===== config.mk =====
export PLATFORM = sky130hd
export DESIGN_NAME = axil_cmd_master_flat
export DESIGN_NICKNAME = d
export VERILOG_FILES = /design/src/rtl/axil_cmd_master_pkg.sv /design/src/rtl/axil_cmd_master_if.sv /design/src/rtl/axil_cmd_master_ser.sv /design/src/rtl/axil_cmd_master.sv /design/src/flat_wrapper.sv
export SDC_FILE = /design/constraint.sdc
export NUM_CORES = 1
export LEC_CHECK = 0
export ABC_AREA = 1
export ABC_CLOCK_PERIOD_IN_PS = 2400
export CORE_ASPECT_RATIO = 0.75
export CORE_UTILIZATION = 40
export CTS_BUF_LIST = sky130_fd_sc_hd__clkbuf_8
export DETAILED_ROUTE_END_ITERATION = 12
export GPL_TIMING_DRIVEN = 1
export PLACE_DENSITY_LB_ADDON = 0.1
export SETUP_SLACK_MARGIN = 0.3
export SLEW_MARGIN = 40
export SYNTH_ARGS = -nofsm -noshare
export SYNTH_HDL_FRONTEND = slang
export SYNTH_SLANG_ARGS = --single-unit

===== constraint.sdc =====
create_clock -name clk_i -period 2.4 [get_ports clk_i]
set_input_delay 0.48 -clock clk_i [delete_from_list [all_inputs] [get_ports clk_i]]
set_output_delay 0.48 -clock clk_i [all_outputs]
set_load 0.05 [all_outputs]

===== src/rtl/axil_cmd_master_pkg.sv =====
// axil_cmd_pkg: opcodes, status codes and FSM states shared by the command master
package axil_cmd_pkg;
   localparam logic [7:0] OP_WRITE   = 8'h57;
   localparam logic [7:0] OP_READ    = 8'h52;
   localparam logic [7:0] ST_BADOP   = 8'hEE;
   localparam logic [7:0] ST_TIMEOUT = 8'hE0;
   typedef enum logic [2:0] {
      S_IDLE, S_ADDR, S_WDATA, S_WR_REQ, S_WR_RESP, S_RD_REQ, S_RD_RESP, S_RSP
   } state_e;
endpackage


===== src/rtl/axil_cmd_master_if.sv =====
// taxi_axis_if / taxi_axil_if: byte-stream and AXI-lite bundles used by axil_cmd_master
interface taxi_axis_if #(parameter int DATA_W = 8);
   logic [DATA_W-1:0]   tdata;
   logic [DATA_W/8-1:0] tkeep;
   logic                tvalid, tready, tlast, tid, tdest, tuser;
   modport src (output tdata, tkeep, tvalid, tlast, tid, tdest, tuser, input tready);
   modport snk (input tdata, tvalid, output tready);
endinterface

interface taxi_axil_if #(parameter int ADDR_W = 32, parameter int DATA_W = 32);
   logic [ADDR_W-1:0]   awaddr, araddr;
   logic [2:0]          awprot, wprot, arprot;
   logic                awvalid, awready, wvalid, wready, bvalid, bready;
   logic [DATA_W-1:0]   wdata, rdata;
   logic [DATA_W/8-1:0] wstrb;
   logic [1:0]          bresp, rresp;
   logic                arvalid, arready, rvalid, rready;
   modport wr_mst (output awaddr, awprot, awvalid, wdata, wstrb, wprot, wvalid, bready,
                   input awready, wready, bresp, bvalid);
   modport rd_mst (output araddr, arprot, arvalid, rready,
                   input arready, rdata, rresp, rvalid);
endinterface


===== src/rtl/axil_cmd_master_ser.sv =====
// axis_byte_serializer: emits up to 5 loaded bytes LSB-first with tlast on the final one
module axis_byte_serializer (
   input  logic        clk_i,
   input  logic        rst_i,
   input  logic        load_i,
   input  logic [39:0] data_i,
   input  logic [2:0]  cnt_i,
   taxi_axis_if.src    m_axis,
   output logic        done_o
);
   logic [39:0] sh_q, sh_d;
   logic [2:0]  rem_q, rem_d;
   logic        vld_q, vld_d, hs, last;
   assign hs   = vld_q & m_axis.tready;
   assign last = rem_q == 3'd1;
   always_comb begin
      sh_d  = load_i ? data_i : hs ? {8'h00, sh_q[39:8]} : sh_q;
      rem_d = load_i ? cnt_i : hs ? rem_q - 3'd1 : rem_q;
      vld_d = load_i | (vld_q & ~(hs & last));
   end
   always_ff @(posedge clk_i) begin
      if (rst_i) begin
         sh_q  <= '0;
         rem_q <= '0;
         vld_q <= 1'b0;
      end else begin
         sh_q  <= sh_d;
         rem_q <= rem_d;
         vld_q <= vld_d;
      end
   end
   assign m_axis.tvalid = vld_q;
   assign m_axis.tdata  = sh_q[7:0];
   assign m_axis.tlast  = last;
   assign m_axis.tkeep  = '1;
   assign m_axis.tid    = 1'b0;
   assign m_axis.tdest  = 1'b0;
   assign m_axis.tuser  = 1'b0;
   assign done_o        = hs & last;
endmodule


===== src/rtl/axil_cmd_master.sv =====
// axil_cmd_master: parses byte-stream command frames into single AXI-lite reads/writes
module axil_cmd_master
   import axil_cmd_pkg::*;
#(
   parameter int ADDR_W      = 32,
   parameter int DATA_W      = 32,
   parameter int GAP_TIMEOUT = 100000
) (
   input  logic         clk_i,
   input  logic         rst_i,
   taxi_axis_if.snk     s_axis_cmd,
   taxi_axis_if.src     m_axis_rsp,
   taxi_axil_if.wr_mst  m_axil_wr,
   taxi_axil_if.rd_mst  m_axil_rd,
   output logic         busy_o
);
   localparam int TW = $clog2(GAP_TIMEOUT + 1);
   state_e            state_q, state_d;
   logic              wr_q, wr_d, aw_done_q, aw_done_d, w_done_q, w_done_d;
   logic [1:0]        bcnt_q, bcnt_d;
   logic [ADDR_W-1:0] addr_q, addr_d;
   logic [DATA_W-1:0] data_q, data_d;
   logic [TW-1:0]     tmr_q, tmr_d;
   logic              acc, awv, wv, ld, rsp_done;
   logic [2:0]        ld_cnt;
   logic [39:0]       ld_data;
   assign s_axis_cmd.tready = ~rst_i & (state_q inside {S_IDLE, S_ADDR, S_WDATA});
   assign acc = s_axis_cmd.tvalid & s_axis_cmd.tready;
   assign awv = state_q == S_WR_REQ && !aw_done_q;
   assign wv  = state_q == S_WR_REQ && !w_done_q;
   always_comb begin
      state_d   = state_q;
      wr_d      = wr_q;
      bcnt_d    = bcnt_q;
      addr_d    = addr_q;
      data_d    = data_q;
      aw_done_d = aw_done_q | (awv & m_axil_wr.awready);
      w_done_d  = w_done_q | (wv & m_axil_wr.wready);
      tmr_d     = (state_q inside {S_ADDR, S_WDATA}) && !acc ? tmr_q + 1'b1 : '0;
      ld        = 1'b0;
      ld_cnt    = 3'd1;
      ld_data   = {32'h0, ST_BADOP};
      case (state_q)
         S_IDLE: if (acc) begin
            if (s_axis_cmd.tdata == OP_WRITE || s_axis_cmd.tdata == OP_READ) begin
               state_d = S_ADDR;
               wr_d    = s_axis_cmd.tdata == OP_WRITE;
               bcnt_d  = '0;
            end else begin
               state_d = S_RSP;
               ld      = 1'b1;
            end
         end
         S_ADDR, S_WDATA: if (acc) begin
            bcnt_d = bcnt_q + 2'd1;
            if (state_q == S_ADDR) addr_d = {s_axis_cmd.tdata, addr_q[ADDR_W-1:8]};
            else data_d = {s_axis_cmd.tdata, data_q[DATA_W-1:8]};
            if (bcnt_q == 2'd3)
               state_d = state_q == S_WDATA ? S_WR_REQ : wr_q ? S_WDATA : S_RD_REQ;
         end else if (tmr_q == TW'(GAP_TIMEOUT - 1)) begin
            // idle too long mid-frame: drop what was collected and report it
            state_d = S_RSP;
            ld      = 1'b1;
            ld_data = {32'h0, ST_TIMEOUT};
         end
         S_WR_REQ: if (aw_done_d && w_done_d) begin
            state_d   = S_WR_RESP;
            aw_done_d = 1'b0;
            w_done_d  = 1'b0;
         end
         S_WR_RESP: if (m_axil_wr.bvalid) begin
            state_d = S_RSP;
            ld      = 1'b1;
            ld_data = {32'h0, 6'b0, m_axil_wr.bresp};
         end
         S_RD_REQ: if (m_axil_rd.arready) state_d = S_RD_RESP;
         S_RD_RESP: if (m_axil_rd.rvalid) begin
            state_d = S_RSP;
            ld      = 1'b1;
            ld_cnt  = 3'd5;
            ld_data = {m_axil_rd.rdata, 6'b0, m_axil_rd.rresp};
         end
         S_RSP: if (rsp_done) state_d = S_IDLE;
         default: state_d = S_IDLE;
      endcase
   end
   always_ff @(posedge clk_i) begin
      if (rst_i) begin
         state_q   <= S_IDLE;
         wr_q      <= 1'b0;
         bcnt_q    <= '0;
         addr_q    <= '0;
         data_q    <= '0;
         aw_done_q <= 1'b0;
         w_done_q  <= 1'b0;
         tmr_q     <= '0;
      end else begin
         state_q   <= state_d;
         wr_q      <= wr_d;
         bcnt_q    <= bcnt_d;
         addr_q    <= addr_d;
         data_q    <= data_d;
         aw_done_q <= aw_done_d;
         w_done_q  <= w_done_d;
         tmr_q     <= tmr_d;
      end
   end
   assign m_axil_wr.awaddr  = addr_q;
   assign m_axil_wr.awprot  = 3'b0;
   assign m_axil_wr.awvalid = awv;
   assign m_axil_wr.wdata   = data_q;
   assign m_axil_wr.wstrb   = '1;
   assign m_axil_wr.wprot   = 3'b0;
   assign m_axil_wr.wvalid  = wv;
   assign m_axil_wr.bready  = state_q == S_WR_RESP;
   assign m_axil_rd.araddr  = addr_q;
   assign m_axil_rd.arprot  = 3'b0;
   assign m_axil_rd.arvalid = state_q == S_RD_REQ;
   assign m_axil_rd.rready  = state_q == S_RD_RESP;
   assign busy_o            = state_q != S_IDLE;
   axis_byte_serializer u_ser (
      .clk_i  (clk_i),
      .rst_i  (rst_i),
      .load_i (ld),
      .data_i (ld_data),
      .cnt_i  (ld_cnt),
      .m_axis (m_axis_rsp),
      .done_o (rsp_done)
   );
endmodule


===== src/flat_wrapper.sv =====
// flat-port wrapper written by rule: the top's interface ports become plain ports
module axil_cmd_master_flat import axil_cmd_pkg::*;
#(
   parameter int ADDR_W      = 32,
   parameter int DATA_W      = 32,
   parameter int GAP_TIMEOUT = 100000
)
  (clk_i, rst_i, busy_o, s_axis_cmd_tdata, s_axis_cmd_tvalid, s_axis_cmd_tready, m_axis_rsp_tdata, m_axis_rsp_tkeep, m_axis_rsp_tvalid, m_axis_rsp_tlast, m_axis_rsp_tid, m_axis_rsp_tdest, m_axis_rsp_tuser, m_axis_rsp_tready, m_axil_wr_awaddr, m_axil_wr_awprot, m_axil_wr_awvalid, m_axil_wr_wdata, m_axil_wr_wstrb, m_axil_wr_wprot, m_axil_wr_wvalid, m_axil_wr_bready, m_axil_wr_awready, m_axil_wr_wready, m_axil_wr_bresp, m_axil_wr_bvalid, m_axil_rd_araddr, m_axil_rd_arprot, m_axil_rd_arvalid, m_axil_rd_rready, m_axil_rd_arready, m_axil_rd_rdata, m_axil_rd_rresp, m_axil_rd_rvalid);
  taxi_axis_if #(.DATA_W(DATA_W)) s_axis_cmd_i ();
  taxi_axis_if #(.DATA_W(DATA_W)) m_axis_rsp_i ();
  taxi_axil_if #(.ADDR_W(ADDR_W), .DATA_W(DATA_W)) m_axil_wr_i ();
  taxi_axil_if #(.ADDR_W(ADDR_W), .DATA_W(DATA_W)) m_axil_rd_i ();
  input  logic clk_i;
  input  logic rst_i;
  output logic busy_o;
  input wire logic [$bits(s_axis_cmd_i.tdata)-1:0] s_axis_cmd_tdata;
  input wire logic [$bits(s_axis_cmd_i.tvalid)-1:0] s_axis_cmd_tvalid;
  output wire logic [$bits(s_axis_cmd_i.tready)-1:0] s_axis_cmd_tready;
  output wire logic [$bits(m_axis_rsp_i.tdata)-1:0] m_axis_rsp_tdata;
  output wire logic [$bits(m_axis_rsp_i.tkeep)-1:0] m_axis_rsp_tkeep;
  output wire logic [$bits(m_axis_rsp_i.tvalid)-1:0] m_axis_rsp_tvalid;
  output wire logic [$bits(m_axis_rsp_i.tlast)-1:0] m_axis_rsp_tlast;
  output wire logic [$bits(m_axis_rsp_i.tid)-1:0] m_axis_rsp_tid;
  output wire logic [$bits(m_axis_rsp_i.tdest)-1:0] m_axis_rsp_tdest;
  output wire logic [$bits(m_axis_rsp_i.tuser)-1:0] m_axis_rsp_tuser;
  input wire logic [$bits(m_axis_rsp_i.tready)-1:0] m_axis_rsp_tready;
  output wire logic [$bits(m_axil_wr_i.awaddr)-1:0] m_axil_wr_awaddr;
  output wire logic [$bits(m_axil_wr_i.awprot)-1:0] m_axil_wr_awprot;
  output wire logic [$bits(m_axil_wr_i.awvalid)-1:0] m_axil_wr_awvalid;
  output wire logic [$bits(m_axil_wr_i.wdata)-1:0] m_axil_wr_wdata;
  output wire logic [$bits(m_axil_wr_i.wstrb)-1:0] m_axil_wr_wstrb;
  output wire logic [$bits(m_axil_wr_i.wprot)-1:0] m_axil_wr_wprot;
  output wire logic [$bits(m_axil_wr_i.wvalid)-1:0] m_axil_wr_wvalid;
  output wire logic [$bits(m_axil_wr_i.bready)-1:0] m_axil_wr_bready;
  input wire logic [$bits(m_axil_wr_i.awready)-1:0] m_axil_wr_awready;
  input wire logic [$bits(m_axil_wr_i.wready)-1:0] m_axil_wr_wready;
  input wire logic [$bits(m_axil_wr_i.bresp)-1:0] m_axil_wr_bresp;
  input wire logic [$bits(m_axil_wr_i.bvalid)-1:0] m_axil_wr_bvalid;
  output wire logic [$bits(m_axil_rd_i.araddr)-1:0] m_axil_rd_araddr;
  output wire logic [$bits(m_axil_rd_i.arprot)-1:0] m_axil_rd_arprot;
  output wire logic [$bits(m_axil_rd_i.arvalid)-1:0] m_axil_rd_arvalid;
  output wire logic [$bits(m_axil_rd_i.rready)-1:0] m_axil_rd_rready;
  input wire logic [$bits(m_axil_rd_i.arready)-1:0] m_axil_rd_arready;
  input wire logic [$bits(m_axil_rd_i.rdata)-1:0] m_axil_rd_rdata;
  input wire logic [$bits(m_axil_rd_i.rresp)-1:0] m_axil_rd_rresp;
  input wire logic [$bits(m_axil_rd_i.rvalid)-1:0] m_axil_rd_rvalid;
  assign s_axis_cmd_i.tdata = s_axis_cmd_tdata;
  assign s_axis_cmd_i.tvalid = s_axis_cmd_tvalid;
  assign s_axis_cmd_tready = s_axis_cmd_i.tready;
  assign m_axis_rsp_tdata = m_axis_rsp_i.tdata;
  assign m_axis_rsp_tkeep = m_axis_rsp_i.tkeep;
  assign m_axis_rsp_tvalid = m_axis_rsp_i.tvalid;
  assign m_axis_rsp_tlast = m_axis_rsp_i.tlast;
  assign m_axis_rsp_tid = m_axis_rsp_i.tid;
  assign m_axis_rsp_tdest = m_axis_rsp_i.tdest;
  assign m_axis_rsp_tuser = m_axis_rsp_i.tuser;
  assign m_axis_rsp_i.tready = m_axis_rsp_tready;
  assign m_axil_wr_awaddr = m_axil_wr_i.awaddr;
  assign m_axil_wr_awprot = m_axil_wr_i.awprot;
  assign m_axil_wr_awvalid = m_axil_wr_i.awvalid;
  assign m_axil_wr_wdata = m_axil_wr_i.wdata;
  assign m_axil_wr_wstrb = m_axil_wr_i.wstrb;
  assign m_axil_wr_wprot = m_axil_wr_i.wprot;
  assign m_axil_wr_wvalid = m_axil_wr_i.wvalid;
  assign m_axil_wr_bready = m_axil_wr_i.bready;
  assign m_axil_wr_i.awready = m_axil_wr_awready;
  assign m_axil_wr_i.wready = m_axil_wr_wready;
  assign m_axil_wr_i.bresp = m_axil_wr_bresp;
  assign m_axil_wr_i.bvalid = m_axil_wr_bvalid;
  assign m_axil_rd_araddr = m_axil_rd_i.araddr;
  assign m_axil_rd_arprot = m_axil_rd_i.arprot;
  assign m_axil_rd_arvalid = m_axil_rd_i.arvalid;
  assign m_axil_rd_rready = m_axil_rd_i.rready;
  assign m_axil_rd_i.arready = m_axil_rd_arready;
  assign m_axil_rd_i.rdata = m_axil_rd_rdata;
  assign m_axil_rd_i.rresp = m_axil_rd_rresp;
  assign m_axil_rd_i.rvalid = m_axil_rd_rvalid;
  axil_cmd_master #(.ADDR_W(ADDR_W), .DATA_W(DATA_W), .GAP_TIMEOUT(GAP_TIMEOUT)) u_core (.clk_i(clk_i), .rst_i(rst_i), .s_axis_cmd(s_axis_cmd_i), .m_axis_rsp(m_axis_rsp_i), .m_axil_wr(m_axil_wr_i), .m_axil_rd(m_axil_rd_i), .busy_o(busy_o));
endmodule

# After elaboration in Yosys (flattened, before gate mapping)
# Index checks and enable logic that the tools add are counted.
[word_totals] register_bits=133 input_bits=77 out_inout_bits=157
[classes] addsub=3 n_eq_ne=22 n_mux=39 bitwise=14 reduce_logical=21
[ops] cell="$mux 40" count=4
[ops] cell="$pmux 40 s3" count=1
[ops] cell="$eq 32x7->1 const B" count=2
[ops] cell="$mux 3" count=16
[ops] cell="$pmux 3 s7" count=1
[ops] cell="$add 17x1->17 const B" count=1
[ops] cell="$eq 17x17->1 const B" count=1
[ops] cell="$eq 3x3->1 const B" count=4
[ops] cell="$ne 2x1->1 const B" count=6
[ops] cell="$mux 1" count=10
[ops] cell="$reduce_and 3->1" count=3
[ops] cell="$mux 8" count=1
[ops] cell="$reduce_and 8->1" count=1
[ops] cell="$and 1x1->1" count=7
[ops] cell="$eq 3x1->1 const B" count=2
[ops] cell="$eq 3x2->1 const B" count=2
[ops] cell="$mux 2" count=3
[ops] cell="$reduce_bool 2->1" count=3
[ops] cell="$reduce_bool 3->1" count=2
[ops] cell="$logic_and 1x1->1" count=4
[ops] cell="$mux 4" count=1
[ops] cell="$ne 2x2->1 const B" count=2
[ops] cell="$not 1->1" count=4
[ops] cell="$pmux 1 s4" count=1
[ops] cell="other kinds (12)" count=17

# Logic depth before layout (Yosys ltp)
# Gate-level depths: netlist of run 1.
[depth] depth_word=8 depth_mapped=14 ltp_nobuf=13

# Modules after synthesis
# From an unflattened synthesis of run 1, not the netlist that was laid out.
[unflattened] hier_cells=1016 area_unflattened_um2=6966.7
[by_module_without_submodules] module="axil_cmd_master" n_inst=1 cells_per_inst=660 area_each_um2=4516.8
[by_module_without_submodules] module="axis_byte_serializer" n_inst=1 cells_per_inst=356 area_each_um2=2449.8

# Least setup slack after synthesis of run 1
# Ideal clock, no wire load.
[synth_timing] path_type="flip-flop to flip-flop" startpoint="register u_core.state_q[0]" endpoint="register u_core.u_ser.rem_q[2]" setup_time_ps=132 t_arrival_ps=2107 setup_slack_ps=161 path_stages_with_launch=13 synth_period_minus_slack_ps=2239 cell_sequence="dfxtp_1 > inv_2 > nand2_1 > nor2_1 > nand2_1 > nand2_1 > inv_2 > buf_4 > buf_4 > nand4_1 > nand2_1 > nand2_1 > a21oi_1"
[synth_between] word_cells_on_any_way=15
[synth_rtl] item="from (decl)" line="axil_cmd_master.sv:18" rtl="state_e state_q, state_d;"
[synth_rtl] item="from (signal assigned)" line="axil_cmd_master.sv:98" rtl="state_q <= state_d;"
[synth_rtl] item="$eq 3x3->1 *"
[synth_rtl] item="named net m_axil_rd_rready" line="flat_wrapper.sv:42" rtl="output wire logic [$bits(m_axil_rd_i.rready)-1:0] m_axil_rd_rready;"
[synth_rtl] item="$pmux 1 s4 or $mux 3 (tied branches)" line="axil_cmd_master.sv:43" rtl="case (state_q)"
[synth_rtl] item="$mux 3 or $reduce_bool 2->1 (tied branches)"
[synth_rtl] item="to (signal assigned)" line="axil_cmd_master_ser.sv:28" rtl="rem_q <= rem_d;"
[synth_rtl] item="to (decl)" line="axil_cmd_master_ser.sv:12" rtl="logic [2:0] rem_q, rem_d;"
# Mark *: on every way through the listed nets, which the timed path passes. The rest lies on a longest branch.
# A chain may end at the register's enable or synchronous reset.

# Worst setup path in the final report of run 1
[layout_timing] startpoint="register u_core.state_q[0]" endpoint="output m_axil_wr_bready"
[layout_between] elab_chain_len=1
[layout_lines] item="$eq 3x3->1" line="axil_cmd_master.sv:115" rtl="assign m_axil_wr.bready = state_q == S_WR_RESP;"
[layout_lines] item="to (decl)" line="flat_wrapper.sv:34" rtl="output wire logic [$bits(m_axil_wr_i.bready)-1:0] m_axil_wr_bready;"
# Every way passes these cells.

==> results_dict.tcl, run 1 <==
set metrics [dict create \
    status "finished clean" \
    drv_cap 0 \
    netlist.area_leader.share_pct 41.0 \
    die_h_um 112 \
    core-area_um2 15600 \
    design.die.area_um2 16800 \
    netlist.top_cell.by_area "dfxtp_1" \
    synth_area_leaders "dfxtp_1 (41%), nand2_1 (10%), buf_4 (10%)" \
    cp.arrival_ps 1490 \
    drv_slew 0 \
    cts_buffer_depth 2 \
    crit_path_cell_trace "inv_2 > nand2_1 > nor2_2 > buf_4" \
    drive_gt1_share_pct 10.3 \
    vias_per_cell 4.71 \
    start_util_pct 41.7 \
    slew_headroom_pct 62.1 \
    reg2reg_setup_slack_ps 500 \
    yosysWarningCount 0 \
    postRouteAntennaNets 0 \
    critPathLaunchType "flip-flop" \
    place.gp.congestion 0.864 \
    drc 0 \
    synth_edf_count 0 \
    worstSetupPathType "flip-flop to output port" \
    grt_pass1_vias 5632 \
    yosys.cell_types.count 37 \
    wl_mm 17.4 \
    placementRows 39 \
    finalCritPeriodShare_pct 82.1 \
    r2r_cells 12 \
    num-fill-cells 1514 \
    r2r_start "u_core.tmr_q[0]$_SDFF_PP0_" \
    numCtsBuffers 17 \
    setup.worst_path.end_class "output port" \
    tightest_slew_ps 568 \
    syn_area_um2 6500 \
    synth_seq_cells 133 \
    cp.required_ps 1920 \
    antenna_found_initial 0 \
    cp-endpoint "m_axil_wr_bready" \
    firstDrtPassIters 4 \
    layout.nets 1153 \
    clk_pin_slew_worst_paths_ps 80 \
    whs_ps 447 \
    r2r-end "u_core.u_ser.sh_q[21]$_SDFFE_PP0P_" \
    final-hold-violation-count 0 \
    grt_max_degree 65 \
    p_per_area_nw_per_um2 821 \
    first_iter_violations 313 \
    leakage_nw 4.29 \
    grt_use_total_pct 21.1 \
    max_stage_delay_ps 360 \
    ir_drop_mv 0.377 \
    crit_slowest_cell "dfxtp_1" \
    clkLatencyLatePin_ps 440 \
    syn_to_final_growth_pct 33.1 \
    diodes 0 \
    fmax_mhz 507 \
    dpl-instance-area_um2 8190 \
    cp.depth 4 \
    final_common_cell "nand2_1" \
    layout_common_cells "nand2_1 (177), nor2_1 (149), dfxtp_1 (132)" \
    syn_inst 917 \
    io_pins 234 \
    vias 6069 \
    seq_area_frac_synth_pct 41.0 \
    cp.buffers_inverters 2 \
    post_synth.cell_area_avg_um2 7.09 \
    cts_hold_buf 0 \
    cts_tree "built" \
    overflow 0 \
    wire_per_inst_um 13.5 \
    die_w_um 149 \
    fin_area_um2 8650 \
    async_reset_ff_share_pct 0 \
    tns_ps 0 \
    portBuffers 189 \
    dp.final_hpwl_mm 12.1 \
    grt_pass1_wl_mm 28.0 \
    min_period_ps 1970 \
    holdCritStartpoint "u_core.m_axil_wr.wdata[1]$_SDFFE_PP0P_" \
    htreeDepth 4 \
    finalSetupViolations 0 \
    worstPathMaxFanout 5 \
    hold_class "flip-flop to flip-flop" \
    fin_skew_ps 14.5 \
    cts.sinks 133 \
    critPathLaunch "u_core.state_q[0]$_SDFFE_PP0P_" \
    critPathTopFamily "flip-flops" \
    synth_ff_type "dfxtp_1" \
    rsz0062_at_grt "no" \
    utilization_pct 55.6 \
    power.total_mw 7.10 \
    cts_root_buf "clkbuf_8" \
]
==> kinds of logic (layout without fill, tap and decap cells) <==
kind of cell | count (synthesis) | after routing | share of synthesized area [%]
adders and majority gates | 4 | 4 | 0.770
xor gates and xnor gates | 4 | 4 | 0.539
DFF | 133 | 133 | 41.0
other | 2 | 44 | 0.116
and+or+nand+nor | 410 | 410 | 27.1
AOI/OAI and AO/OA | 167 | 167 | 13.2
buffers and inverters | 197 | 322 | 17.3
==> tightest hold or removal path, cell delays in order (launching register included) <==
cell and delay, ps:
dfxtp_1 310, inv_1 40, a21oi_1 50
==> report_power, final <==
part | switching, mW | internal (mW) | total, mW
combinational | 1.87 | 0.784 | 2.66
sequential | 0.149 | 2.37 | 2.52
clock | 0.968 | 0.952 | 1.92
==> flip-flops by register name, summed over array words and instances (netlist names) <==
name,cells
u_core.m_axil_rd.araddr,32
u_core.wr_q,1
u_core.bcnt_q,2
u_core.aw_done_q,1
u_core.w_done_q,1
u_core.u_ser.rem_q,3
u_core.u_ser.m_axis.tvalid,1
u_core.tmr_q,17
u_core.u_ser.sh_q,40
u_core.m_axil_wr.wdata,32
u_core.state_q,3
==> what timing repair did <==
item / CTS / global route
setup endpoints to repair: 88 / 68
pin swaps: 0 / 3
setup buffers: 0 / 3
gates resized for setup: 88 / 37
gates cloned: 0 / 1
==> cells in the mapped netlist, types with 3 or more instances <==
library cell and count:
nand2_2 3, clkbuf_1 20, o21ai_0 67, buf_4 89, a21oi_1 87, inv_2 10, nand2_1 179, buf_2 15
xor2_1 4, o21ai_1 4, nor2_1 157, ha_1 4, nand4_1 35, nor3_1 9, nand3_1 14, dfxtp_1 133
buf_6 4, inv_1 59
==> routing by layer <==
layer	share of wire, %	GRT usage (%)
met5	0	0
met3	7.4	5.12
met4	0.78	5.10
met2	42	30.5
met1	50	31.2
==> worst min-delay path by stage <==
stage / end / cells after the start / slack, ps
finish: u_core.m_axil_wr.wdata[1]$_SDFFE_PP0P_ / 2 / 450
global placement: u_core.tmr_q[0]$_SDFF_PP0_ / 1 / 430
CTS: u_core.m_axil_wr.wdata[1]$_SDFFE_PP0P_ / 2 / 450
global route: u_core.m_axil_wr.wdata[1]$_SDFFE_PP0P_ / 2 / 480
floorplan: u_core.tmr_q[0]$_SDFF_PP0_ / 1 / 420
detailed placement: u_core.m_axil_wr.wdata[1]$_SDFFE_PP0P_ / 2 / 440
==> cell type report <==
class,instances,area [µm²],area share [%]
repair buffers,222,2140,24.7
flip-flops and latches,133,2660,30.8
well taps,205,256,2.97
multi-input cells,629,2930,33.8
clock buffers,17,234,2.71
inverters,69,264,3.05
clock inverters,14,165,1.91
==> per-stage QoR <==
step,worst slack [ps],std cells
2_1_floorplan,354,959
3_3_place_gp,23.5,1254
3_5_place_dp,-46.5,1254
4_1_cts,301,1285
5_1_grt,302,1289
6_report,429,1289
(Power assumes the default switching activity.)
==> run 2, diff against run 1 <==
Settings changed: ABC_CLOCK_PERIOD_IN_PS 2400 to 1800.
Clock period 2.4 ns to 1.8 ns, I/O delays scaled along.
==> run 2 against run 1 <==
Clock skew fell by 4.4 ps. Largest cell class unchanged. Count of clock-buffer cells in the layout rose by 1. Register-to-register slack got worse by 480 ps. Final cell count rose by 6.6%. Via count rose by 9.3%. First-iteration DRC count rose by 60%.
==> results_dict.tcl, run 2 (synthesized netlist as in run 1, its figures left out) <==
set metrics [dict create \
    ir_drop_mv 0.735 \
    reg2reg_setup_slack_ps 20 \
    grt_pass1_vias 5987 \
    vias 6632 \
    layout.area.seq_um2 2690 \
    cp.buffers_inverters 3 \
    first_iter_violations 502 \
    finalSetupViolations 0 \
    power_switching_mw 4.67 \
    numCtsBuffers 17 \
    start_util_pct 41.7 \
    combPwrFrac_pct 45.9 \
    cts_buffer_depth 2 \
    worstPathMaxFanout 5 \
    setup.worst_path.end_class "flip-flop" \
    postRouteAntennaNets 0 \
    grt_pass1_wl_mm 30.1 \
    multi_input_area_um2 3680 \
    seq_power_share_pct 30.6 \
    power.total_mw 11.2 \
    placed_cells 1285 \
    critPathLaunchType "flip-flop" \
    num-fill-cells 1334 \
    io_pins 234 \
    cts_tree "built" \
    core-area_um2 15600 \
    wl_mm 19.9 \
    cp.required_ps 2180 \
    power.share.switching_pct 41.7 \
    p_per_area_nw_per_um2 1090 \
    leakage_nw 4.66 \
    layout.nets 1237 \
    drc 0 \
    overflow 0 \
    grt_use_total_pct 22.6 \
    final_common_cell "buf_4" \
    place.gp.congestion 0.887 \
    largest_reg_flops 40 \
    drv_cap 0 \
    max_flop_register "u_core.u_ser.sh_q" \
    placementRows 39 \
    fin_skew_ps 10.1 \
    clkLatencyLatePin_ps 450 \
    cts.sinks 133 \
    clk_pin_slew_worst_paths_ps 90 \
    wire_per_inst_um 14.5 \
    cp.arrival_ps 2160 \
    final_cells 1374 \
    max_stage_delay_ps 390 \
    cts_root_buf "clkbuf_8" \
    layout_common_cells "buf_4 (174), nor2_1 (126), nand2_1 (126)" \
    antenna_found_initial 0 \
    tightest_slew_ps 637 \
    die_w_um 149 \
    die_h_um 112 \
    worstSetupPathType "flip-flop to flip-flop" \
    status "finished clean" \
    clockPowerShare_pct 23.5 \
    drive_gt1_share_pct 39.9 \
    crit_slowest_cell "dfxtp_1" \
    diodes 0 \
    crit_path_cell_trace "inv_2 > nand2_1 > nor2_1 > nand3_2 > nor2_4 > nand3_4 > nand4_4 > buf_6 > clkbuf_16 > nand2_2 > a21oi_1" \
    utilization_pct 66.2 \
    syn_to_final_growth_pct 58.5 \
    htreeDepth 4 \
    final-hold-violation-count 0 \
    vias_per_cell 4.83 \
    finalCritPeriodShare_pct 98.8 \
    drv_slew 0 \
    hold_class "input pin to flip-flop" \
    grt_max_degree 48 \
    critPathTopFamily "simple AND/OR/NAND/NOR gates" \
    min_period_ps 1780 \
    dp.final_hpwl_mm 13.2 \
    rsz0062_at_grt "yes" \
    firstDrtPassIters 5 \
    design.die.area_um2 16800 \
    fmax_mhz 562 \
    power.internal_mw 6.53 \
    slew_headroom_pct 57.5 \
    portBuffers 189 \
]
## run 2: area by class of cell
type | count | area share, %
Timing Repair Buffer | 305 | 28.6
Clock inverter | 14 | 1.58
Clock buffer | 18 | 2.40
Tap cell | 205 | 2.49
Sequential cell | 133 | 26.1
Multi-Input combinational cell | 629 | 35.8
Timing Repair inverter | 1 | 0.0729
Inverter | 69 | 2.95
## run 2: metrics by stage
step           hold slack [ps]  setup TNS (ps)  worst slack [ps]  instance area, µm²
2_1_floorplan              418               0              18.0                6910
3_3_place_gp               437          -18400              -413                8530
3_5_place_dp               436          -21410              -458                8530
4_1_cts                    363               0              33.9                9560
5_1_grt                    389           -1690             -89.4               10300
6_report                   387               0              22.0               10300
## run 2: worst paths after layout
check | start | endpoint | cells past startpoint
setup reg to reg | u_core.tmr_q[6]$_SDFF_PP0_ | u_core.u_ser.sh_q[1]$_SDFFE_PP0P_ | 11
hold / removal | s_axis_cmd_tdata[6] | u_core.m_axil_rd.araddr[30]$_SDFFE_PP0P_ | 4
hold reg to reg | u_core.m_axil_wr.wdata[1]$_SDFFE_PP0P_ | u_core.m_axil_wr.wdata[1]$_SDFFE_PP0P_ | 2
setup / recovery | u_core.tmr_q[6]$_SDFF_PP0_ | u_core.u_ser.sh_q[1]$_SDFFE_PP0P_ | 11
## run 2: power groups by stage
stage | Combinational, mW | Sequential, mW | Clock (mW)
2_1_floorplan | 2.48 | 3.78 | 0
3_3_place_gp | 3.93 | 3.46 | 0
3_5_place_dp | 3.93 | 3.46 | 0
4_1_cts | 4.49 | 3.42 | 2.66
5_1_grt | 5.41 | 3.47 | 2.80
6_report | 5.14 | 3.43 | 2.63
## run 2: tightest hold or removal path, delay by kind of cell
kind,cells,cell delay (ps)
buf+inv,2,320
simple gates,2,110
## run 2: timing repair
item | in CTS | in global routing
resized for setup | 122 | 156
setup buffers | 34 | 15
endpoints found under the setup margin | 130 | 147
pin swaps | 37 | 62
cloned | 3 | 5
hold buffers | 0 | 0
## run 2: metal layers
metal | GRT usage (%) | part of all wire [%] | up-vias
met5 | 0 | 0 | -
met4 | 5.65 | 0.99 | 0
met3 | 4.31 | 6.4 | 22
met2 | 32.8 | 44 | 240
met1 | 34.0 | 49 | 3061
li1 | - | - | 3309
==> run 3, diff against run 2 <==
Settings changed: CELL_PAD_IN_SITES_DETAIL_PLACEMENT from default to 1, CELL_PAD_IN_SITES_GLOBAL_PLACEMENT from default to 1, CORE_UTILIZATION 40 to 29, REMOVE_ABC_BUFFERS from default to 1.
==> run 3 against run 2 <==
Sequential power about the same. Design area grew 6.8%. Via count up 1.3%. Global-route usage is 2.6 points lower. Critical endpoint is now busy_o. First-iteration DRC count is 48% lower. Critical path depth is 5 lower. Die area up 37%. Largest cell class unchanged. Routed wire length is 16% higher.
==> results_dict.tcl, run 3 (synthesized netlist as in run 1, its figures left out) <==
set metrics [dict create \
    status "finished clean" \
    grt.busiest_layer "met2" \
    grt_use_total_pct 20.0 \
    fin_skew_ps 17.4 \
    utilization_pct 50.0 \
    crit_slowest_cell "dfxtp_4" \
    holdPathEnd "u_core.m_axil_rd.araddr[30]$_SDFFE_PP0P_" \
    cp.arrival_ps 1440 \
    io_pins 234 \
    max_stage_delay_ps 390 \
    min_period_ps 1800 \
    diodes 0 \
    grt_pass1_vias 6718 \
    place_ws_ps -464 \
    finalCritPeriodShare_pct 99.8 \
    fmax_mhz 557 \
    grt.met1_usage_pct 26.7 \
    largest_reg_flops 40 \
    overflow 0 \
    cp.buffers_inverters 4 \
    leakage_nw 4.79 \
    placed_cells 1390 \
    grt_max_degree 54 \
    holdCritStartpoint "s_axis_cmd_tdata[6]" \
    layout.nets 1248 \
    tns_ps 0 \
    cp.depth 6 \
    placementRows 47 \
    vias 6718 \
    r2r_start "u_core.state_q[0]$_SDFFE_PP0P_" \
    drc 0 \
    firstDrtPassIters 4 \
    cts.sinks 133 \
    final-hold-violation-count 0 \
    antenna_found_initial 0 \
    fin_area_um2 11000 \
    vias_per_cell 4.56 \
    design.die.area_um2 23000 \
    drv_slew 0 \
    worstSetupPathType "flip-flop to output port" \
    clk_pin_slew_worst_paths_ps 90 \
    first_iter_violations 262 \
    setup_ws_ps 3.85 \
    final_common_cell "buf_4" \
    die_w_um 175 \
    worstPathMaxFanout 4 \
    syn_to_final_growth_pct 69.3 \
    rsz0062_at_grt "yes" \
    whs_ps 293 \
    critPathTopFamily "buffers and inverters" \
    cts_root_buf "clkbuf_8" \
    drv_cap 0 \
    wl_mm 23.0 \
    core-area_um2 22000 \
    finalSetupViolations 0 \
    ir_drop_mv 0.528 \
    r2r-end "u_core.state_q[2]$_SDFFE_PP0P_" \
    dpl-instance-area_um2 8550 \
    reg2reg_setup_slack_ps 10 \
    cp.required_ps 1440 \
    die_h_um 132 \
    start_util_pct 29.5 \
    wire_per_inst_um 15.6 \
    numCtsBuffers 17 \
    globalRouteMet2Util_pct 32.3 \
    max_flop_register "u_core.u_ser.sh_q" \
    final_cells 1474 \
    crit_path_cell_trace "inv_6 > nand2_4 > nor2_4 > inv_2 > buf_6 > buf_12" \
    slew_headroom_pct 64.6 \
    place.gp.congestion 0.788 \
    cts_buffer_depth 2 \
    power.total_mw 11.6 \
    drive_gt1_share_pct 45.3 \
    critPathLaunchType "flip-flop" \
    min_path_cells 4 \
    p_per_area_nw_per_um2 1060 \
    gr-usage-met3_pct 4.34 \
    portBuffers 189 \
    tightest_slew_ps 531 \
    layout_common_cells "buf_4 (169), nand2_1 (141), dfxtp_1 (100)" \
    num-fill-cells 2593 \
    clkLatencyLatePin_ps 470 \
    hold_class "input pin to flip-flop" \
    dp.final_hpwl_mm 14.4 \
    cts_tree "built" \
    setup.worst_path.end_class "output port" \
    postRouteAntennaNets 0 \
    htreeDepth 4 \
    r2r_cells 11 \
    grt_pass1_wl_mm 36.4 \
]
[run 3: changes by cell type in the layout (fill, tap and decap cells not counted), sizes merged]
cell,delta
buf,+14
bufinv,+1
clkbuf,-3
clkdlybuf4s50,+16
dlygate4sd2,-30
dlymetal6s2s,+14
inv,-2
nand2,+1
[run 3: layout make-up]
type                       count  area [µm²]  share of cell area (%)
tap                          294         368                    3.34
clock buffer                  18         248                    2.25
timing repair buffer         316        3200                    29.1
inverter                      69         302                    2.74
multi-input combinational    630        3970                    36.1
clock inverter                14         189                    1.72
sequential                   133        2720                    24.7
[run 3: worst min-delay path, stage by stage]
cell	delay (ps)
dlymetal6s2s_1	110
buf_4	140
nor2_4	30
nor2_1	80
[run 3: routing by layer]
layer  wire length, µm  vias up
met1             10900     3223
met5                 0        -
met3              1040       21
met4               251        0
li1                  -     3341
met2             10900      133
[run 3: power by group]
group          total [mW]  internal, mW  switching [mW]
logic                5.35          2.14            3.21
registers            3.46          3.20           0.266
clock network        2.83          1.45            1.38
[run 3: what timing repair did]
| action | 4_1_cts | 5_1_grt |
|---|---|---|
| hold buffers | 0 | 0 |
| pin swaps | 94 | 89 |
| gates cloned | 11 | 1 |
| setup buffers | 27 | 13 |
| setup endpoints to repair | 139 | 190 |
| resized for setup | 271 | 180 |
[run 3: worst max-delay path by stage]
stage                                         startpoint                                       end  slack, ps
after floorplan           u_core.state_q[1]$_SDFFE_PP0P_  u_core.m_axil_rd.araddr[10]$_SDFFE_PP0P_       -990
after global placement               s_axis_cmd_tdata[1]         u_core.u_ser.sh_q[5]$_SDFFE_PP0P_       -410
after detailed placement             s_axis_cmd_tdata[4]        u_core.u_ser.sh_q[23]$_SDFFE_PP0P_       -460
after CTS                 u_core.state_q[0]$_SDFFE_PP0P_                          m_axil_rd_rready         -9
after global routing      u_core.state_q[0]$_SDFFE_PP0P_            u_core.state_q[2]$_SDFFE_PP0P_        -80
final                     u_core.state_q[0]$_SDFFE_PP0P_                                    busy_o          4
